`config.mk`:
```
export PLATFORM = sky130hd
export DESIGN_NAME = divider_param_flat
export DESIGN_NICKNAME = d
export VERILOG_FILES = /design/src/rtl/divider_param_if.sv /design/src/rtl/divider_param.sv /design/src/flat_wrapper.sv
export SDC_FILE = /design/constraint.sdc
export NUM_CORES = 1
export LEC_CHECK = 0
export ABC_AREA = 1
export BUFFER_PORTS_ARGS = -buffer_cell sky130_fd_sc_hd__clkbuf_2
export CAP_MARGIN = 20
export CELL_PAD_IN_SITES_DETAIL_PLACEMENT = 0
export CELL_PAD_IN_SITES_GLOBAL_PLACEMENT = 1
export CORE_ASPECT_RATIO = 2
export CORE_MARGIN = 3
export CORE_UTILIZATION = 39
export CTS_CLUSTER_SIZE = 28
export DETAILED_ROUTE_END_ITERATION = 16
export HOLD_SLACK_MARGIN = 0.12
export MAX_ROUTING_LAYER = met4
export PLACE_DENSITY_LB_ADDON = 0.1
export REMOVE_ABC_BUFFERS = 1
export SETUP_SLACK_MARGIN = 0.05
export SLEW_MARGIN = 30
export SYNTH_ARGS = -nofsm -noshare
export SYNTH_HDL_FRONTEND = slang
export SYNTH_SLANG_ARGS = --single-unit
```
`constraint.sdc`:
```
create_clock -name clock -period 2.3 [get_ports clock]
set_input_delay 0.23 -clock clock [delete_from_list [all_inputs] [get_ports clock]]
set_output_delay 0.23 -clock clock [all_outputs]
set_load 0.02 [all_outputs]
```
`src/rtl/divider_param_if.sv`:
```
// Start/operand and result/status bundle for the iterative divider.
// master drives requests; slave is the divider itself.
interface divider_param_if #(
    parameter int WIDTH = 32
);
    logic             ctrl_DIV;
    logic             ctrl_signed;
    logic [WIDTH-1:0] data_operandA;
    logic [WIDTH-1:0] data_operandB;
    logic [WIDTH-1:0] data_result;
    logic [WIDTH-1:0] data_remainder;
    logic             data_exception;
    logic             data_resultRDY;
    logic             busy;

    modport master (
        output ctrl_DIV, ctrl_signed,
        output data_operandA, data_operandB,
        input  data_result, data_remainder,
        input  data_exception, data_resultRDY, busy
    );

    modport slave (
        input  ctrl_DIV, ctrl_signed,
        input  data_operandA, data_operandB,
        output data_result, data_remainder,
        output data_exception, data_resultRDY, busy
    );
endinterface

```
`src/rtl/divider_param.sv`:
```
// Restoring divider, one quotient bit per cycle, signed or unsigned.
// Divide-by-zero and signed overflow skip the iteration loop.
module divider_param #(
    parameter int WIDTH = 32
) (
    input  logic            clock,
    input  logic            reset_n,
    divider_param_if.slave  bus
);
    typedef enum logic [1:0] {IDLE, CALC, FIX, DONE} state_t;

    localparam int CW = $clog2(WIDTH + 1);
    localparam logic [WIDTH-1:0] MIN_NEG = {1'b1, {(WIDTH-1){1'b0}}};

    state_t           state;
    logic [CW-1:0]    cnt;
    logic [WIDTH-1:0] quot;
    logic [WIDTH-1:0] rem;
    logic [WIDTH-1:0] dvs;
    logic             q_neg;
    logic             r_neg;
    logic             exc_pend;
    logic             fix_ph;
    logic [WIDTH-1:0] result_q;
    logic [WIDTH-1:0] rem_q;
    logic             exc_q;
    logic             rdy_q;
    logic             busy_q;

    logic             start;
    logic             a_neg;
    logic             b_neg;
    logic [WIDTH-1:0] a_mag;
    logic [WIDTH-1:0] b_mag;
    logic             div_zero;
    logic             ovf;
    logic [WIDTH:0]   sh;
    logic [WIDTH:0]   diff;
    logic             fits;

    always_comb begin
        start    = bus.ctrl_DIV && (state == IDLE || state == DONE);
        a_neg    = bus.ctrl_signed & bus.data_operandA[WIDTH-1];
        b_neg    = bus.ctrl_signed & bus.data_operandB[WIDTH-1];
        a_mag    = a_neg ? -bus.data_operandA : bus.data_operandA;
        b_mag    = b_neg ? -bus.data_operandB : bus.data_operandB;
        div_zero = (bus.data_operandB == '0);
        ovf      = bus.ctrl_signed
                 && (bus.data_operandA == MIN_NEG)
                 && (bus.data_operandB == '1);
        sh       = {rem, quot[WIDTH-1]};
        // rem < dvs keeps sh - dvs below 2^WIDTH, so bit WIDTH is the borrow
        diff     = sh - {1'b0, dvs};
        fits     = !diff[WIDTH];
    end

    always_ff @(posedge clock or negedge reset_n) begin
        if (!reset_n) begin
            state    <= IDLE;
            cnt      <= '0;
            quot     <= '0;
            rem      <= '0;
            dvs      <= '0;
            q_neg    <= 1'b0;
            r_neg    <= 1'b0;
            exc_pend <= 1'b0;
            fix_ph   <= 1'b0;
            result_q <= '0;
            rem_q    <= '0;
            exc_q    <= 1'b0;
            rdy_q    <= 1'b0;
            busy_q   <= 1'b0;
        end else begin
            rdy_q <= 1'b0;
            unique case (state)
                IDLE, DONE: begin
                    if (start) begin
                        busy_q <= 1'b1;
                        exc_q  <= 1'b0;
                        cnt    <= '0;
                        dvs    <= b_mag;
                        if (div_zero || ovf) begin
                            quot     <= div_zero ? '1 : bus.data_operandA;
                            rem      <= div_zero ? bus.data_operandA : '0;
                            q_neg    <= 1'b0;
                            r_neg    <= 1'b0;
                            exc_pend <= 1'b1;
                            fix_ph   <= 1'b1;
                            state    <= FIX;
                        end else begin
                            quot     <= a_mag;
                            rem      <= '0;
                            q_neg    <= a_neg ^ b_neg;
                            r_neg    <= a_neg;
                            exc_pend <= 1'b0;
                            fix_ph   <= 1'b0;
                            state    <= CALC;
                        end
                    end
                end
                CALC: begin
                    quot <= {quot[WIDTH-2:0], fits};
                    rem  <= fits ? diff[WIDTH-1:0] : sh[WIDTH-1:0];
                    cnt  <= cnt + 1'b1;
                    if (cnt == CW'(WIDTH - 1)) state <= FIX;
                end
                FIX: begin
                    if (!fix_ph) begin
                        quot   <= q_neg ? -quot : quot;
                        rem    <= r_neg ? -rem : rem;
                        fix_ph <= 1'b1;
                    end else begin
                        result_q <= quot;
                        rem_q    <= rem;
                        exc_q    <= exc_pend;
                        rdy_q    <= 1'b1;
                        busy_q   <= 1'b0;
                        state    <= DONE;
                    end
                end
                default: state <= IDLE;
            endcase
        end
    end

    assign bus.data_result    = result_q;
    assign bus.data_remainder = rem_q;
    assign bus.data_exception = exc_q;
    assign bus.data_resultRDY = rdy_q;
    assign bus.busy           = busy_q;
endmodule
```
`src/flat_wrapper.sv`:
```
// flat-port wrapper written by rule: the top's interface ports become plain ports
module divider_param_flat 
#(
    parameter int WIDTH = 32
)
  (clock, reset_n, bus_ctrl_DIV, bus_ctrl_signed, bus_data_operandA, bus_data_operandB, bus_data_result, bus_data_remainder, bus_data_exception, bus_data_resultRDY, bus_busy);
  divider_param_if #(.WIDTH(WIDTH)) bus_i ();
  input  logic clock;
  input  logic reset_n;
  input wire logic [$bits(bus_i.ctrl_DIV)-1:0] bus_ctrl_DIV;
  input wire logic [$bits(bus_i.ctrl_signed)-1:0] bus_ctrl_signed;
  input wire logic [$bits(bus_i.data_operandA)-1:0] bus_data_operandA;
  input wire logic [$bits(bus_i.data_operandB)-1:0] bus_data_operandB;
  output wire logic [$bits(bus_i.data_result)-1:0] bus_data_result;
  output wire logic [$bits(bus_i.data_remainder)-1:0] bus_data_remainder;
  output wire logic [$bits(bus_i.data_exception)-1:0] bus_data_exception;
  output wire logic [$bits(bus_i.data_resultRDY)-1:0] bus_data_resultRDY;
  output wire logic [$bits(bus_i.busy)-1:0] bus_busy;
  assign bus_i.ctrl_DIV = bus_ctrl_DIV;
  assign bus_i.ctrl_signed = bus_ctrl_signed;
  assign bus_i.data_operandA = bus_data_operandA;
  assign bus_i.data_operandB = bus_data_operandB;
  assign bus_data_result = bus_i.data_result;
  assign bus_data_remainder = bus_i.data_remainder;
  assign bus_data_exception = bus_i.data_exception;
  assign bus_data_resultRDY = bus_i.data_resultRDY;
  assign bus_busy = bus_i.busy;
  divider_param #(.WIDTH(WIDTH)) u_core (.clock(clock), .reset_n(reset_n), .bus(bus_i));
endmodule
```
== After elaboration in Yosys (flattened, before gate mapping) ==
Index checks and enable logic that the tools add are counted.
Cells by class
  $add $sub $neg: 6
  multiply operators: 0
  divide/modulo/power cells: 0
  order comparisons: 0
  equal/unequal tests: 12
  shift-type cells: 0
  multiplexer cells: 35
  bitwise gates (word level): 3
  reduce and logical (&&, ||, !) cells: 19
Operator list (count)
  32-bit two-way mux: 13
  32-bit one-hot mux with 3 select lines: 2
  32-bit negation: 4
  32-bit == test, second input constant: 2
  33-bit by 32-bit subtractor with 33-bit output: 1
  32-bit zero test: 1
  6-bit one-hot mux with 2 select lines: 1
  3-bit AND reduction: 4
  1-bit two-way mux: 10
  2-bit by 1-bit != test with 1-bit output, second input constant: 5
  2-bit two-way mux: 4
  2-bit AND reduction: 4
  6-bit by 1-bit adder with 6-bit output, second input constant: 1
  6-bit by 5-bit == test with 1-bit output, second input constant: 1
  6-bit two-way mux: 1
  1-bit one-hot mux with 2 select lines: 3
  2-bit one-hot mux with 3 select lines: 1
  2-bit == test, second input constant: 2
  2-bit nonzero test: 2
  1-bit logical AND: 3
  1-bit AND: 2
  2-bit by 1-bit == test with 1-bit output, second input constant: 1
  2-bit zero test: 1
  1-bit logical OR: 2
  other kinds (4): 4
Word-level totals
  register bits: 175
  bits in latches: 0
  RAM bits: 0
  ROM bits: 0
  output and inout bits: 67
  word-level logic and storage cells: 89
  memories: 0

== Longest topological paths before layout ==
Gate-level depths: netlist (run 1).
  depth after elaboration: 7
  mapped depth: 22
  mapped depth without buffers: 21

== Worst setup path before layout (run 1) ==
Ideal clock, no wire load.
  path type: register to register
  start point: register u_core.quot[31]
  end point: register u_core.rem[19]
  setup time: 0.120 ns
  arrival time: 2.261 ns
  required time: 2.180 ns
  setup slack: -0.081 ns
  cell stages (with the launch flop): 22
  buffers on the path: 2
  period minus slack after synthesis: 2.381 ns
  cell sequence: dfrtp_1 inv_1 ha_1 fa_1 inv_1 nand2_1 nand2_1 nand3_1 nand2_2 nand2_1 nand2_2 nand2_2 nand2_2 nand2_2 nand2_2 buf_6 inv_6 buf_6 nor2_2 nor2_1 o21ai_1 nand2_1
On the way
  cells in the longest elaborated chain, start to end: 3
RTL lines
  start, declared: line divider_param.sv:17  | logic [WIDTH-1:0] quot;
  start signal, assigned: line divider_param.sv:83  | quot <= div_zero ? '1 : bus.data_operandA;
  start signal, assigned: line divider_param.sv:91  | quot <= a_mag;
  start signal, assigned: line divider_param.sv:102  | quot <= {quot[WIDTH-2:0], fits};
  33-bit by 32-bit subtractor with 33-bit output: line divider_param.sv:53  | diff = sh - {1'b0, dvs};
  32-bit two-way mux: line divider_param.sv:103  | rem <= fits ? diff[WIDTH-1:0] : sh[WIDTH-1:0];
  32-bit one-hot mux with 3 select lines: line divider_param.sv:75  | unique case (state)
  end signal, assigned: line divider_param.sv:84  | rem <= div_zero ? bus.data_operandA : '0;
  end signal, assigned: line divider_param.sv:103
  end signal, assigned: line divider_param.sv:110  | rem <= r_neg ? -rem : rem;
  end, declared: line divider_param.sv:18  | logic [WIDTH-1:0] rem;
No other way between the ends.
A chain may end at the register's enable or synchronous reset.

== Final worst setup path (run 1) ==
  start point: register u_core.quot[31]
  end point: register u_core.rem[14]
The elaborated chain is that of the path after synthesis.

==> results of run 1 <==
-- logic make-up after synthesis --
kind of cell	Yosys count	synth area share, %
buffers and inverters	357	10.01
muxes	3	0.2131
xor gates and xnor gates	60	3.729
adders and majority gates	41	3.693
AOI/OAI and AO/OA	428	16.90
and+or+nand+nor	1154	34.38
DFF	175	31.07
-- cell type report --
cell class | instances | area [µm²] | area share [%]
Sequential cell | 175 | 4379 | 22.68
Multi-Input combinational cell | 1686 | 8879 | 45.97
Antenna cell | 2 | 5.005 | 0.02592
Clock buffer | 18 | 429.2 | 2.222
Timing Repair Buffer | 509 | 3842 | 19.90
Tap cell | 445 | 556.8 | 2.883
Timing Repair inverter | 2 | 31.28 | 0.1620
Inverter | 279 | 1066 | 5.520
Clock inverter | 14 | 123.9 | 0.6414
-- through the flow --
stage                     cell area, µm²  power (mW)  cells
after global routing               19310       36.70   3130
final                              19310       33.92   3130
after global placement             17810       27.63   3069
after floorplan                    13730       17.42   2140
after CTS                          18790       32.60   3117
after detailed placement           17810       27.83   3069
-- flip-flops by register name (all words and copies together), names as in the netlist --
name,flops
u_core.bus.busy,1
u_core.bus.data_exception,1
u_core.bus.data_remainder,32
u_core.bus.data_result,32
u_core.bus.data_resultRDY,1
u_core.cnt,6
u_core.dvs,32
u_core.exc_pend,1
u_core.fix_ph,1
u_core.q_neg,1
u_core.quot,32
u_core.r_neg,1
u_core.rem,32
u_core.state,2
-- placed cells by master, fill, tap and decap left out, types with 26 or more instances in the layout --
cell / count
buf_4: 344
nor2_1: 172
o21ai_0: 192
inv_1: 258
ha_1: 27
nand4_1: 45
dfrtp_1: 175
nand2_2: 30
clkbuf_2: 131
nor2_2: 28
a21oi_1: 102
nand2_1: 648
nand3_1: 131
o21ai_1: 26
nor3_1: 32
xor2_1: 48
-- power groups by stage --
| stage | combinational [mW] | clock (mW) | sequential (mW) |
|---|---|---|---|
| CTS | 24.1 | 3.00 | 5.50 |
| global placement | 22.1 | 0 | 5.50 |
| detailed placement | 22.3 | 0 | 5.53 |
| global route | 27.9 | 3.11 | 5.72 |
| finish | 25.4 | 2.95 | 5.56 |
| floorplan | 11.3 | 0 | 6.08 |
-- worst max-delay path: stages (launching register included) --
cell and delay [ps]:
dfrtp_1 370, inv_2 60, ha_4 160, fa_2 350, inv_2 60, nand2_2 40
nand2_2 70, nand3_2 70, nand2_2 110, nand2_2 80, nand2_4 80, nand2_4 70
nand2_4 70, nand2_4 60, nand2_8 120, buf_12 130, buf_16 120, nand2_1 50
o21ai_1 70, nand2_1 60, nand3_1 80, nand2_1 50, nand2_1 60
-- layer usage --
metal | vias to the layer above | wire, µm | global-route usage, %
li1 | 8122 | - | -
met1 | 7705 | 20780 | 30.56
met2 | 494 | 34560 | 63.30
met3 | 191 | 1864 | 3.009
met4 | 0 | 4852 | 21.47
met5 | - | 0 | -
-- what timing repair did --
action,CTS,global route
gates resized for setup,66,106
gates cloned,5,1
pin swaps,13,23
hold buffers,5,0
setup buffers,6,10
endpoints found under the setup margin,33,61
hold endpoints to repair,52,0
-- worst max path at each step --
| stage | start | endpoint | slack, ps | cells past startpoint |
|---|---|---|---|---|
| 6_report | u_core.quot[31] | u_core.rem[14] | -170 | 22 |
| 5_1_grt | u_core.dvs[9] | u_core.rem[10] | -300 | 20 |
| 4_1_cts | u_core.dvs[0] | u_core.rem[14] | -190 | 21 |
| 3_5_place_dp | u_core.quot[31] | u_core.rem[3] | -320 | 20 |
| 3_3_place_gp | u_core.dvs[0] | u_core.rem[25] | -300 | 19 |
| 2_1_floorplan | u_core.state[0] | u_core.quot[6] | -2700 | 9 |
==> out/results.txt, run 1 <==
Status = finished, violations left
Failing checks = negative setup slack
Net Sw Frac = 51.45%
CTS Root Cell = clkbuf_16
Yosys warns = 0
Cell Area, Synth = 14090 µm²
CTS clk-pin slew, worst paths = 80 ps
Die Y = 274.8 µm
Worst-path fanout max = 6
Tightest Hold Check Type = input pin to flip-flop
Distinct cells, synth = 58
Synthesis-stage register bit count = 175
Top post-synthesis cells by count = nand2_1, inv_1, o21ai_0
Worst EP required = 2700 ps
Largest cells by area after synthesis = dfrtp_1, nand2_1, o21ai_0
Cell with the most instances after synthesis = nand2_1
CTS Buffer Depth = 2
Syn_area_per_cell = 6.354 µm²
Ports = 135
Max-cap violations = 0
Number of synthesized flops with an enable pin = 0
WL final = 62060 µm
CP Class = flip-flop to flip-flop
Vias per std cell = 5.275
Async set-reset flop share out of synthesis = 100.0%
Core Region = 35320 µm²
GRT Overall Usage = 33.00%
Grt ovf = 0
Area Growth Syn to Fin = 37.03%
Combinational share of power = 74.9%
Hold WS = 132.1 ps
Reg power frac = 16.4%
Nets = 2779
Post-route clock period utilization = 107.3%
Worst EP arrival = 2870 ps
Clock Skew = 13.43 ps
Routed WL per cell = 19.83 µm
Switch Pwr = 17.45 mW
Slew HR = 63.87%
Worst-Skew Late Latency = 470 ps
First-pass GRT wire length = 94380 µm
Antenna Violating Nets Remaining = 0
Post-layout min period = 2467 ps
Clock Power Share = 8.7%
Row Count = 97
Placer Congestion = 1.051
Most used DFF post-synth = dfrtp_1
Layout cells sized above 1 = 25.94%
Post-route setup slack = -167.1 ps
Worst hold start = bus_data_operandB[9]
Reg-to-Reg Start = u_core.quot[31]
Die W = 140.4 µm
Violation count after the first detailed-routing iteration = 951
PortBufs = 134
Worst IR Drop VDD = 0.0007012 V
End-of-flow core utilization = 54.68%
Initial antenna violation count = 2
Leak pwr = 9.900 nW
Final hold vios = 0
Endpoint, Worst Hold = u_core.dvs[9]
Die Area = 38590 µm²
Internal power = 16.47 mW
# setup viols final = 33
R2R depth = 22
H-tree depth = 4
Crit path capture type = flip-flop
Post-DP HPWL = 49280 µm
Register area share after synthesis = 31.07%
Hold Path Depth = 3
Worst slew pin tran = 542.0 ps
R2R Path End = u_core.rem[14]
R2R setup slack = -170 ps
1st-pass router iterations = 5
Pwr per Cell Area = 1756 nW/µm²
Slew Viols, Final = 0
Residual DRC = 0
CTS sink count = 175
Pre-CTS setup slack = -322.2 ps
Vias in the first global route = 16858
Routed vias = 16512
Cells after Synth = 2218
Area leader, netlist = dfrtp_1
CP Launch Type = flip-flop
Largest net degree at the start of global routing = 130
CTS tree = yes
Fin Setup TNS = -4182 ps
Synth top area share = 31.07%
RSZ-0062 raised after global routing = yes
Starting Density = 39.91%
Layout fillers = 3625
Max Clk Rate = 0.4053 GHz
Cts bufs inserted = 17
Power figures use the tool's default switching activity.
==> run 2, diff against run 1 <==
BUFFER_PORTS_ARGS = not set   (was -buffer_cell sky130_fd_sc_hd__clkbuf_2)
CORE_UTILIZATION = 42   (was 39)
DONT_BUFFER_PORTS = 1   (was not set)
==> out/results.txt, run 2 (synthesized netlist as in run 1, its figures left out) <==
RSZ-0062 raised after global routing = yes
CTS sink count = 175 (unchanged)
Max-cap violations = 0 (unchanged)
Hold WS = -539.1 ps (-671.1 ps)
R2R Path End = u_core.rem[14]
# setup viols final = 33 (unchanged)
Crit path capture type = flip-flop
End-of-flow core utilization = 55.21% (+0.53 points)
Die W = 135.5 µm (-3.5%)
Slew HR = 64.49% (+0.62 points)
Antenna Violating Nets Remaining = 0 (unchanged)
Layout fillers = 3385 (-6.6%)
Starting Density = 42.64% (+2.7 points)
Leak pwr = 9.009 nW (-9.0%)
Worst EP arrival = 2840 ps (-30 ps)
Commonest non-fill, non-tap cells in the layout = nand2_1, inv_1, buf_4
Fin Setup TNS = -4097 ps (+85.26 ps)
CP peak stage delay = 450 ps (+80 ps)
Worst path cell trace = ha_1 > or2_1 > nand3_2 > nand2_2 > nand2_2 > nand2_4 > nand2_4 > nand2_4 > nand2_4 > nand2_8 > buf_12 > buf_12 > nand2_2 > o21ai_1 > nand2_1 > nand3_1 > nand2_1 > nand2_1
GRT Overall Usage = 34.18% (+1.2 points)
Max Clk Rate = 0.4010 GHz (-1.1%)
CTS Root Cell = clkbuf_16
Violation count after the first detailed-routing iteration = 917 (-3.6%)
Final hold vios = 175 (+175)
CTS tree = yes
Die Y = 265.1 µm (-3.6%)
CTS Buffer Depth = 2 (unchanged)
Clock Power Share = 9.4% (+0.7 points)
# diodes = 0 (-2)
Failing checks = negative hold slack, negative setup slack
Hold-fix buffers, CTS = 64 (+59)
Clock Skew = 12.49 ps (-0.9433 ps)
Top Family by Delay on Critical Path = simple AND/OR/NAND/NOR gates
Most common cell after layout, fill and taps aside = nand2_1
Routed WL per cell = 20.57 µm (+3.7%)
First-pass GRT wire length = 90540 µm (-4.1%)
Cts bufs inserted = 17 (unchanged)
Status = finished, violations left
WL final = 60400 µm (-2.7%)
Post-route setup slack = -193.8 ps (-26.76 ps)
CP max-delay cell = dfrtp_1
Post-layout min period = 2494 ps (+26.77 ps)
Worst-path fanout max = 8 (+2)
Ports = 135 (unchanged)
Switch Pwr = 16.92 mW (-3.0%)
Nets = 2601 (-6.4%)
CP bufs+invs = 2 (-2)
Grt ovf = 0 (unchanged)
Residual DRC = 0 (unchanged)
Worst EP required = 2650 ps (-50 ps)
Reg power frac = 19.6% (+3.2 points)
Combinational share of power = 71.1% (-3.8 points)
Die Area = 35920 µm² (-6.9%)
R2R depth = 18 (-18%)
CP Class = flip-flop to flip-flop
Net Sw Frac = 52.71% (+1.3 points)
Worst IR Drop VDD = 0.0009002 V (+28%)
CP Launch Type = flip-flop
Pwr per Cell Area = 1760 nW/µm² (+0.18%)
1st-pass router iterations = 5 (unchanged)
Worst-Skew Late Latency = 460 ps (about the same)
Vias per std cell = 5.401 (+2.4%)
Multi-input combinational cell area = 8831 µm² (-0.54%)
Worst slew pin tran = 532.6 ps (-9.374 ps)
Reg-to-Reg Start = u_core.rem[2]
PortBufs = 0 (-100%)
R2R setup slack = -190 ps (-30 ps)
CTS clk-pin slew, worst paths = 80 ps (about the same)
H-tree depth = 4 (unchanged)
Initial antenna violation count = 0 (-2)
Placer Congestion = 1.057 (+0.49%)
Top cell by count, worst path = nand2_4
Routed vias = 15863 (-3.9%)
Internal power = 15.18 mW (-7.8%)
Vias in the first global route = 16249 (-3.6%)
Register area = 4379 µm² (unchanged)
Area Growth Syn to Fin = 29.47%
Tightest Hold Check Type = input pin to asynchronous set/reset pin
Largest net degree at the start of global routing = 176 (+35%)
Core Region = 33050 µm² (-6.4%)
Slew Viols, Final = 0 (unchanged)
Row Count = 94 (-3.1%)
Post-route clock period utilization = 108.4% (+1.2 points)
Post-DP HPWL = 45580 µm (-7.5%)
Layout cells sized above 1 = 18.08% (-7.9 points)
[run 2: what timing repair did]
item | 4_1_cts | 5_1_grt
resized for setup | 43 | 114
pin swaps | 14 | 40
endpoints found under the setup margin | 45 | 48
gates cloned | 5 | 1
endpoints found under the hold margin | 244 | 175
setup buffers | 7 | 14
[run 2: layout make-up]
cell class / instances / area share [%]
timing repair buffer: 330 / 15.41
clock inverter: 14 / 0.8160
sequential: 175 / 24.00
tap: 432 / 2.962
clock buffer: 18 / 2.352
timing repair inverter: 3 / 0.2194
multi-input combinational: 1686 / 48.40
inverter: 279 / 5.842
[run 2: per-stage QoR]
step | std cells | power [mW] | setup slack, ps | hold slack, ps | area (µm²)
after CTS | 2925 | 30.64 | -180.8 | -556.5 | 17730
after floorplan | 2140 | 17.42 | -2695 | -65.59 | 13730
after global placement | 2817 | 25.78 | -345.4 | -61.63 | 16210
after detailed placement | 2817 | 25.93 | -402.1 | -61.37 | 16210
final | 2937 | 32.11 | -193.8 | -539.1 | 18250
after global routing | 2937 | 34.65 | -317.7 | -557.6 | 18250
[run 2: power by group through the flow]
stage,combinational [mW],sequential [mW],clock [mW]
floorplan,11.3,6.08,0
global placement,19.6,6.23,0
detailed placement,19.7,6.26,0
CTS,21.3,6.24,3.07
global route,25.1,6.42,3.17
finish,22.8,6.28,3.01
[run 2: worst max-delay path by stage]
stage | from | endpoint | slack, ps | cells after the start
after detailed placement | u_core.quot[31] | u_core.rem[6] | -400 | 20
after floorplan | u_core.state[0] | u_core.quot[6] | -2700 | 9
after CTS | u_core.dvs[0] | u_core.rem[4] | -180 | 19
after global routing | u_core.rem[0] | u_core.rem[20] | -320 | 17
final | u_core.rem[2] | u_core.rem[14] | -190 | 18
after global placement | u_core.dvs[0] | u_core.rem[0] | -350 | 21
[run 2: worst register-to-register path, stage by stage, from the launching register on]
cell     delay (ps)
dfrtp_1         450
ha_1            340
or2_1           260
nand3_2          90
nand2_2          80
nand2_2          90
nand2_4          70
nand2_4         100
nand2_4          60
nand2_4          90
nand2_8         100
buf_12          140
buf_12          140
nand2_2          60
o21ai_1          50
nand2_1          60
nand3_1          80
nand2_1          80
nand2_1          60
[run 2: routing by layer]
layer  global-route usage (%)  vias up  part of all wire, %
met3                    3.785      200                  3.6
met4                    21.08        0                  7.1
met5                        -        -                    0
met1                    32.29     7404                   34
met2                    64.44      506                   55
li1                         -     7753                    -
==> run 3, diff against run 2 <==
CORE_ASPECT_RATIO = 1.5   (was 2)
CORE_MARGIN = 2   (was 3)
==> out/results.txt, run 3 (synthesized netlist as in run 1, its figures left out) <==
CP Class = flip-flop to flip-flop
Switch Pwr = 16.16 mW (-4.5%)
Placer Congestion = 0.9635 (-8.8%)
Row Count = 82 (-13%)
Status = finished, violations left
Top Family by Delay on Critical Path = simple AND/OR/NAND/NOR gates
Leak pwr = 9.108 nW (+1.1%)
# diodes = 0 (unchanged)
Clock Skew = 12.37 ps (-0.1146 ps)
Worst-Skew Late Latency = 460 ps (about the same)
Combinational share of power = 70.7% (-0.4 points)
Failing checks = negative hold slack, negative setup slack
First-pass GRT wire length = 85480 µm (-5.6%)
Clock Power Share = 9.3% (about the same)
Multi-input combinational cell area = 8716 µm² (-1.3%)
Pwr per Cell Area = 1717 nW/µm² (-2.4%)
Worst slew pin tran = 570.5 ps (+37.88 ps)
CTS sink count = 175 (unchanged)
Slew Viols, Final = 0 (unchanged)
Dpl cell area = 16400 µm² (+1.2%)
Max Clk Rate = 0.4012 GHz (about the same)
Post-route cell area = 18310 µm² (+0.35%)
Layout fillers = 3385 (unchanged)
Die Y = 228.4 µm (-14%)
Most common cell after layout, fill and taps aside = nand2_1
Slew HR = 61.93% (-2.6 points)
H-tree depth = 4 (unchanged)
Total power = 31.45 mW (-2.1%)
Fin Setup TNS = -4010 ps (+86.41 ps)
Met3 routed WL = 2062 µm (-4.9%)
Hold WS = -548.0 ps (-8.961 ps)
Core Region = 33240 µm² (+0.58%)
Crit path capture type = flip-flop
R2R setup slack = -190 ps (about the same)
M1 wire length = 20860 µm (+1.2%)
Routed vias = 15518 (-2.2%)
Routed WL per cell = 18.92 µm (-8.0%)
Register area = 4380 µm² (about the same)
End-of-flow core utilization = 55.09% (-0.13 points)
Cts bufs inserted = 17 (unchanged)
Net Sw Frac = 51.40% (-1.3 points)
PortBufs = 0 (unchanged)
Nets = 2623 (+0.85%)
Worst-path fanout max = 7 (-1)
Post-route clock period utilization = 108.4% (about the same)
CP bufs+invs = 3 (+1)
Post-layout min period = 2492 ps (-1.574 ps)
GRT Overall Usage = 32.47% (-1.7 points)
Initial antenna violation count = 0 (unchanged)
WL final = 55770 µm (-7.7%)
Final hold vios = 175 (unchanged)
Layout Cells excl Fill = 2947 (+0.34%)
Internal power = 15.29 mW (+0.67%)
WL met2 = 29600 µm (-11%)
CP Launch Type = flip-flop
CTS Buffer Depth = 2 (unchanged)
Worst EP required = 2690 ps (+40 ps)
Hold-fix buffers, CTS = 67 (+4.7%)
1st-pass router iterations = 5 (unchanged)
Residual DRC = 0 (unchanged)
Vias per std cell = 5.266 (-2.5%)
Die Area = 35070 µm² (-2.4%)
Grt ovf = 0 (unchanged)
Worst EP arrival = 2890 ps (+50 ps)
CTS tree = yes
CTS Root Cell = clkbuf_16
Starting Density = 42.40% (-0.25 points)
Reg power frac = 19.9% (+0.3 points)
Pre-CTS setup slack = -319.0 ps (+83.13 ps)
Worst path cell trace = ha_4 > fa_2 > inv_2 > nand2_2 > nand2_2 > nand3_2 > nand2_2 > nand2_2 > nand2_4 > nand2_4 > nand2_4 > nand2_4 > nand2_8 > buf_12 > buf_12 > nand2_2 > nand2_1 > nand2_1 > nand2_1 > nand2_1 > a21oi_1
Area Growth Syn to Fin = 29.93%
Worst IR Drop VDD = 0.0009222 V (+2.4%)
CTS clk-pin slew, worst paths = 80 ps (about the same)
Tightest Hold Check Type = input pin to asynchronous set/reset pin
Die W = 153.6 µm (+13%)
RSZ-0062 raised after global routing = yes
Violation count after the first detailed-routing iteration = 813 (-11%)
DR top layer = met4
CP max-delay cell = dfrtp_1
Post-DP HPWL = 42520 µm (-6.7%)
Largest net degree at the start of global routing = 176 (unchanged)
Layout cells sized above 1 = 17.81% (-0.28 points)
CP peak stage delay = 410 ps (-40 ps)
# setup viols final = 33 (unchanged)
Ports = 135 (unchanged)
Vias in the first global route = 15570 (-4.2%)
Post-Place Cells = 2829 (+0.43%)
Max-cap violations = 0 (unchanged)
Post-route setup slack = -192.3 ps (+1.574 ps)
Commonest non-fill, non-tap cells in the layout = nand2_1, buf_4, inv_1
Top cell by count, worst path = nand2_2
Antenna Violating Nets Remaining = 0 (unchanged)
## run 3: path summary, 6_finish.rpt
check / start / to / cells after the start
setup / recovery: u_core.dvs[0] / u_core.rem[31] / 21
hold / removal: reset_n / u_core.bus.data_result[28] / 0
setup reg to reg: u_core.dvs[0] / u_core.rem[31] / 21
hold reg to reg: u_core.dvs[2] / u_core.dvs[2] / 2
max in group asynchronous: reset_n / u_core.dvs[31] / 0
min in group clock: bus_data_operandB[19] / u_core.dvs[21] / 5
## run 3: routing by layer
| metal | global-route usage [%] | up-vias |
|---|---|---|
| met3 | 3.451 | 143 |
| met4 | 18.15 | 0 |
| met1 | 34.14 | 7131 |
| met2 | 58.75 | 429 |
| li1 | - | 7815 |
| met5 | - | - |
## run 3: worst reg2reg max path, cell delays in order (launching register included)
cell and delay (ps):
dfrtp_1 410, ha_4 170, fa_2 340, inv_2 60, nand2_2 40, nand2_2 70, nand3_2 60, nand2_2 90
nand2_2 70, nand2_4 100, nand2_4 70, nand2_4 60, nand2_4 70, nand2_8 120, buf_12 150, buf_12 130
nand2_2 50, nand2_1 50, nand2_1 50, nand2_1 70, nand2_1 50, a21oi_1 130
## run 3: repair_timing
action                                 4_1_cts  5_1_grt
gates resized for setup                     36       90
endpoints found under the hold margin      251      175
pin swaps                                   13       27
setup endpoints to repair                   33       50
cloned                                       4        1
buffers inserted                             7       10
## run 3: cell type report
cell class                 instances  area share (%)
timing repair buffer             355           16.73
clock buffer                      19           2.364
inverter                         279           5.808
sequential                       175           23.92
multi-input combinational       1686           47.60
clock inverter                    13          0.7106
tap                              420           2.870
## run 3: power by group through the flow
| stage | clock, mW | combinational (mW) | sequential (mW) |
|---|---|---|---|
| finish | 2.94 | 22.2 | 6.26 |
| global route | 3.08 | 24.6 | 6.42 |
| CTS | 2.97 | 21.2 | 6.23 |
| detailed placement | 0 | 19.6 | 6.27 |
| global placement | 0 | 19.4 | 6.24 |
| floorplan | 0 | 11.3 | 6.08 |
